<file path="config.mk">
export PLATFORM = sky130hd
export DESIGN_NAME = convolution_coprocesor_core
export DESIGN_NICKNAME = d
export VERILOG_FILES = /design/src/rtl/conv_pkg.sv /design/src/rtl/convolution_coprocesor_core_mac.sv /design/src/rtl/convolution_coprocesor_core.sv
export SDC_FILE = /design/constraint.sdc
export NUM_CORES = 1
export LEC_CHECK = 0
export ABC_AREA = 1
export CAP_MARGIN = 20
export CORE_ASPECT_RATIO = 0.9
export CORE_MARGIN = 10
export CORE_UTILIZATION = 60
export DETAILED_ROUTE_END_ITERATION = 16
export GPL_ROUTABILITY_DRIVEN = 1
export PLACE_DENSITY = 0.85
export SLEW_MARGIN = 40
export SYNTH_ARGS = -nofsm -noshare
export SYNTH_HDL_FRONTEND = slang
export SYNTH_HIERARCHICAL = 1
export SYNTH_SLANG_ARGS = --single-unit
</file>
<file path="constraint.sdc">
create_clock -name clk -period 5 [get_ports clk]
set_input_delay 1.5 -clock clk [delete_from_list [all_inputs] [get_ports clk]]
set_output_delay 1.5 -clock clk [all_outputs]
set_load 0.05 [all_outputs]
</file>
<file path="src/rtl/conv_pkg.sv">
// conv_pkg: shared state/mode encodings and accumulator width helper for the convolution core.
package conv_pkg;
    typedef enum logic [2:0] {S_IDLE, S_JLOOP, S_MAC, S_WRITE, S_DONE} state_t;
    typedef enum logic {MODE_FULL = 1'b0, MODE_VALID = 1'b1} mode_t;

    function automatic int acc_w(input int data_w, input int addr_w);
        return 2 * data_w + addr_w;
    endfunction
endpackage

</file>
<file path="src/rtl/convolution_coprocesor_core_mac.sv">
// conv_mac: signed multiply-accumulate register with synchronous clear and enable.
module conv_mac #(
    parameter int DATA_W = 8,
    parameter int ACC_W  = 21
) (
    input  logic                     clk,
    input  logic                     rst,
    input  logic                     clr,
    input  logic                     en,
    input  logic signed [DATA_W-1:0] a,
    input  logic signed [DATA_W-1:0] b,
    output logic signed [ACC_W-1:0]  acc
);
    logic signed [2*DATA_W-1:0] prod;
    logic signed [ACC_W-1:0]    prod_ext;

    assign prod     = a * b;
    assign prod_ext = {{(ACC_W-2*DATA_W){prod[2*DATA_W-1]}}, prod};

    always_ff @(posedge clk or posedge rst)
        if (rst) acc <= '0;
        else if (clr) acc <= '0;
        else if (en) acc <= acc + prod_ext;
endmodule

</file>
<file path="src/rtl/convolution_coprocesor_core.sv">
// convolution_coprocesor_core: 1-D signed convolution engine (FULL/VALID) driving X/H reads and Z writes.
module convolution_coprocesor_core
    import conv_pkg::*;
#(
    parameter int DATA_W = 8,
    parameter int ADDR_W = 5,
    parameter int ACC_W  = acc_w(DATA_W, ADDR_W)
) (
    input  logic                     clk,
    input  logic                     rst,
    input  logic                     start,
    input  logic                     mode,
    input  logic [ADDR_W-1:0]        size_x,
    input  logic [ADDR_W-1:0]        size_h,
    output logic [ADDR_W-1:0]        x_addr,
    output logic                     x_rd,
    input  logic signed [DATA_W-1:0] x_rdata,
    output logic [ADDR_W-1:0]        h_addr,
    output logic                     h_rd,
    input  logic signed [DATA_W-1:0] h_rdata,
    output logic [ADDR_W:0]          z_addr,
    output logic                     z_we,
    output logic signed [ACC_W-1:0]  z_wdata,
    output logic                     busy,
    output logic                     done,
    output logic                     error
);
    localparam int IW = ADDR_W + 1;
    localparam int KW = ADDR_W + 2;

    state_t                   state, next;
    mode_t                    mode_r;
    logic [ADDR_W-1:0]        nx, nh, j;
    logic [IW-1:0]            i, first, last;
    logic signed [KW-1:0]     kh;
    logic                     in_rng, bad_cfg, rd, err_r;
    logic signed [ACC_W-1:0]  acc;

    assign bad_cfg = size_x == '0 || size_h == '0 || (mode && size_h > size_x);
    assign first   = mode_r == MODE_VALID ? {1'b0, nh} - IW'(1) : '0;
    assign last    = mode_r == MODE_VALID ? {1'b0, nx} - IW'(1) : {1'b0, nx} + {1'b0, nh} - IW'(2);
    assign kh      = $signed({1'b0, i}) - $signed({2'b0, j});
    assign in_rng  = !kh[KW-1] && kh[KW-2:0] < {1'b0, nh};
    assign rd      = state == S_JLOOP && j != nx && in_rng;

    assign x_rd    = rd;
    assign h_rd    = rd;
    assign x_addr  = rd ? j : '0;
    assign h_addr  = rd ? kh[ADDR_W-1:0] : '0;
    assign z_we    = state == S_WRITE;
    assign z_addr  = z_we ? i - first : '0;
    assign z_wdata = z_we ? acc : '0;
    assign busy    = state != S_IDLE;
    assign done    = state == S_DONE;
    assign error   = err_r;

    always_ff @(posedge clk or posedge rst)
        if (rst) state <= S_IDLE;
        else state <= next;

    always_comb begin
        next = state;
        case (state)
            S_IDLE:  next = start ? (bad_cfg ? S_DONE : S_JLOOP) : S_IDLE;
            S_JLOOP: next = j == nx ? S_WRITE : (in_rng ? S_MAC : S_JLOOP);
            S_MAC:   next = S_JLOOP;
            S_WRITE: next = i == last ? S_DONE : S_JLOOP;
            S_DONE:  next = S_IDLE;
            default: next = S_IDLE;
        endcase
    end

    // first output index is derived from the incoming size, since nh is not yet latched
    always_ff @(posedge clk or posedge rst)
        if (rst) begin
            mode_r <= MODE_FULL;
            nx     <= '0;
            nh     <= '0;
            i      <= '0;
            j      <= '0;
            err_r  <= 1'b0;
        end else begin
            case (state)
                S_IDLE: if (start) begin
                    mode_r <= mode_t'(mode);
                    nx     <= size_x;
                    nh     <= size_h;
                    err_r  <= bad_cfg;
                    i      <= mode ? {1'b0, size_h} - IW'(1) : '0;
                    j      <= '0;
                end
                S_JLOOP: if (j != nx && !in_rng) j <= j + 1'b1;
                S_MAC:   j <= j + 1'b1;
                S_WRITE: if (i != last) begin
                    i <= i + 1'b1;
                    j <= '0;
                end
                default: ;
            endcase
        end

    conv_mac #(.DATA_W(DATA_W), .ACC_W(ACC_W)) u_mac (
        .clk (clk),
        .rst (rst),
        .clr (state == S_WRITE || (state == S_IDLE && start)),
        .en  (state == S_MAC),
        .a   (x_rdata),
        .b   (h_rdata),
        .acc (acc)
    );
endmodule
</file>
==> impl_summary.txt <==
----------------------------------------------------
[Critical path]
  Highest fanout seen on the critical path ... 6
  Cells along the critical path ... buf_2, nand2_4, fa_1, inv_2, fa_1, fa_2, fa_1, fa_1, ha_4, a21oi_4, nand2_2, nand2_2, nand2_2, buf_4, nand2_1, nand2_1, o21ai_1
  Cell count of the worst reg-to-reg path ... 16
  Cell with the largest stage delay on the worst path ... fa_2
  Maximum cell stage delay along the critical path ... around 0.63 ns
  Kind of critical path ... input pin to flop
  Critical Path End Type ... flop
  Worst Setup Start Kind ... input pin
  Worst endpoint required time ... 5.22 ns
  Crit path DAT ... approximately 5.6 ns
  Cell seen most often among critical-path stages ... fa_1

[STA]
  Post-layout worst setup margin ... -0.3922 ns
  Tightest slew margin relative to the limit ... 56.21%
  Final period demand of the worst path ... roughly 5.4 ns
  Final Slew Violations ... 0
  Final hold viol count ... 0
  Fmax achieved ... around 190 MHz
  Number of endpoints failing setup at the final stage ... 14
  Setup repair after global routing missed its margin ... true
  Transition time at the pin with the least slew margin ... approximately 0.66 ns
  Worst clock skew ... slightly below 0.009 ns
  Share of the cycle needed by the critical path after routing ... 107.8%

[Floorplanning]
  Area enclosed by the die boundary ... between 0.015 and 0.02 mm^2
  Cell Rows ... 39
  Area of the placeable core ... 0.01269 mm^2
  Die Span Y ... 128.0 um
  Die boundary width ... around 140 um
  Boundary pin count ... 73
  Initial standard-cell utilization of the core ... 61.24%

[Synthesis]
  Share of synthesized registers carrying an async set or reset ... 100.0%
  Number of standard cells after synthesis ... approximately 1.1k
  Synth area leader ... fa_1
  Prevailing post-synth register cell ... dfrtp_1
  Synthesis-stage register bit count ... between 40 and 50
  Yosys warns ... 6
  Mean instance size in the synthesized netlist ... approximately 7.3 um^2
  Post-synthesis cell type count ... 44
  Number of flops mapped to enable cells by yosys ... 0
  Sequential cell area fraction in the yosys report ... 15.14%
  Netlist Area Pre-Place ... a little under 0.008 mm^2
  Biggest area contributors in the synthesized netlist ... fa_1, dfrtp_1, ha_1
  Area share of the largest cell type after synthesis ... approximately 24%
  Post-synth net total ... between 1k and 1.5k

[Global route]
  Initial antenna violation count ... 0
  Wire length of the first global-routing pass ... 37.48 mm
  Largest net degree at the start of global routing ... 27
  Total global-route track usage ... about a quarter
  Vias in the first global route ... roughly 7.7k
  Overflow after GRT ... 0

[Worst hold path]
  Min-Delay Path Class ... flop to flop
  Hold path cells ... 2

[Finish]
  Area growth from synthesis to final layout ... 33.08%
  Share of layout cells above drive strength 1 ... between 20% and 30%
  Fillcell total ... around 730
  Post-layout nets ... between 1k and 1.5k
  Antenna Cells ... 0

[Place]
  Post-Place Worst Slack ... -1.188 ns
  Port bufs ... 72
  RePlAce Congestion ... 0.9325
  HPWL after DPL ... between 15 and 20 mm

[Route]
  Post-DR wirelength/cell ... 17.84 um
  First DRT Iteration DRCs ... 760
  Number of vias per cell ... 5.582
  Total DRC errors in the routed layout ... 0
  Via Count ... ~7.6k
  Post-detailed-route count of antenna-violating nets ... 0
  Wire length reported by the detailed router ... 24.35 mm
  Drt first pass iters ... 5

[Outcome]
  Failing checks ... setup timing
  Result of the run ... complete, but fails checks

[Clock tree]
  CTS Hold Buffers Added ... 0
  Level count of the clock H-tree ... 2
  Clock tree root driver cell ... clkbuf_16
  Clk_lat worst skew ... 0.30 ns
  Number of CTS-inserted buffers ... 5
  Number of buffers on the longest clock path ... 2
  Number of sinks on the clock net ... between 40 and 50
  Clock transition at the registers of the reported paths ... approximately 0.070 ns
  TritonCTS clock tree ... yes

[Flow run]
  Number of max-cap violations ... 0

----------------------------------------------------
==> worst max-delay path, delay by kind of cell <==
family                     cells  cell delay (ns)
adders and majority gates      6             2.97
and+or+nand+nor                6             0.44
AOI/OAI and AO/OA              2             0.34
buffers and inverters          3             0.33
==> cell families after synthesis <==
logic type                 Yosys count  share of synthesized area [%]
AOI/OAI and AO/OA                   92                          6.667
DFF                                 47                          15.14
xor gates and xnor gates            20                          2.254
adders and majority gates          177                          37.68
and+or+nand+nor                    440                          24.15
buffers and inverters              286                          14.11
==> cells in the final DEF, fill, tap and decap left out, types with 28 or more instances in the layout <==
cell type	Yosys	layout
buf_4	3	80
clkdlybuf4s50_1	0	43
dfrtp_1	47	46
fa_1	95	86
ha_1	82	52
ha_4	0	30
inv_1	253	237
nand2_1	257	225
nand2_2	9	28
nand3_1	63	57
nor2_1	79	65
==> repair_timing <==
action / CTS / global route
buffers inserted: 7 / 12
pin swaps: 46 / 58
endpoints found under the setup margin: 16 / 26
gates resized for setup: 99 / 97
==> routing by layer <==
layer	global-route usage [%]	vias up	share of wire (%)
li1	-	3490	-
met1	30.81	3582	38
met2	43.16	445	49
met3	5.037	102	8.6
met4	8.981	0	4.0
met5	0	-	0
==> sequential cells by signal (all words and copies together) (netlist names) <==
register / flops
error: 1
i: 6
j: 5
mode_r: 1
nh: 5
nx: 5
state: 3
u_mac/acc: 21
==> final cells by class <==
class	count	area [um^2]	area share [%]
Clock buffer	5	125.1	1.210
Clock inverter	3	43.79	0.4235
Inverter	259	987.2	9.547
Multi-Input combinational cell	729	6281	60.75
Sequential cell	47	1177	11.39
Tap cell	164	205.2	1.985
Timing Repair Buffer	158	1520	14.70
==> cells in the mapped netlist, types with 3 or more instances <==
master,count
a21oi_1,26
a21oi_2,4
buf_2,3
buf_4,3
clkbuf_1,18
dfrtp_1,47
fa_1,95
ha_1,82
inv_1,253
inv_2,4
nand2_1,257
nand2_2,9
nand3_1,63
nand3b_1,3
nand4_1,6
nor2_1,79
nor2_2,6
nor3_1,5
o21ai_0,27
o21ai_1,17
o22ai_1,6
xnor2_1,5
xor2_1,15
==> worst paths after layout <==
| path | from | endpoint | slack, ns |
|---|---|---|---|
| min in group asynchronous | rst | u_mac/acc[2] | 1.59 |
| min | error | error | 0.49 |
| max | h_rdata[0] | u_mac/acc[12] | -0.39 |
| max reg2reg | u_mac/acc[6] | u_mac/acc[12] | 0.71 |
| min reg2reg | error | error | 0.49 |
| max in group asynchronous | rst | j[1] | 2.97 |
==> through the flow <==
| stage | utilization [%] | instance area, um^2 | setup TNS (ns) | cells | hold WS (ns) |
|---|---|---|---|---|---|
| finish | 81.50 | 10340 | -3.941 | 1365 | 0.4891 |
| global placement | 75.73 | 9608 | -13.99 | 1339 | 0.4724 |
| floorplan | - | 8214 | -3.904 | 1062 | 0.4826 |
| detailed placement | 75.73 | 9608 | -16.16 | 1339 | 0.4688 |
| CTS | 78.49 | 9958 | -3.655 | 1354 | 0.4875 |
| global route | 81.50 | 10340 | -5.697 | 1365 | 0.5374 |
Power is not shown: default switching activity piles up to over one toggle a cycle in this logic, so the estimate is an artifact.
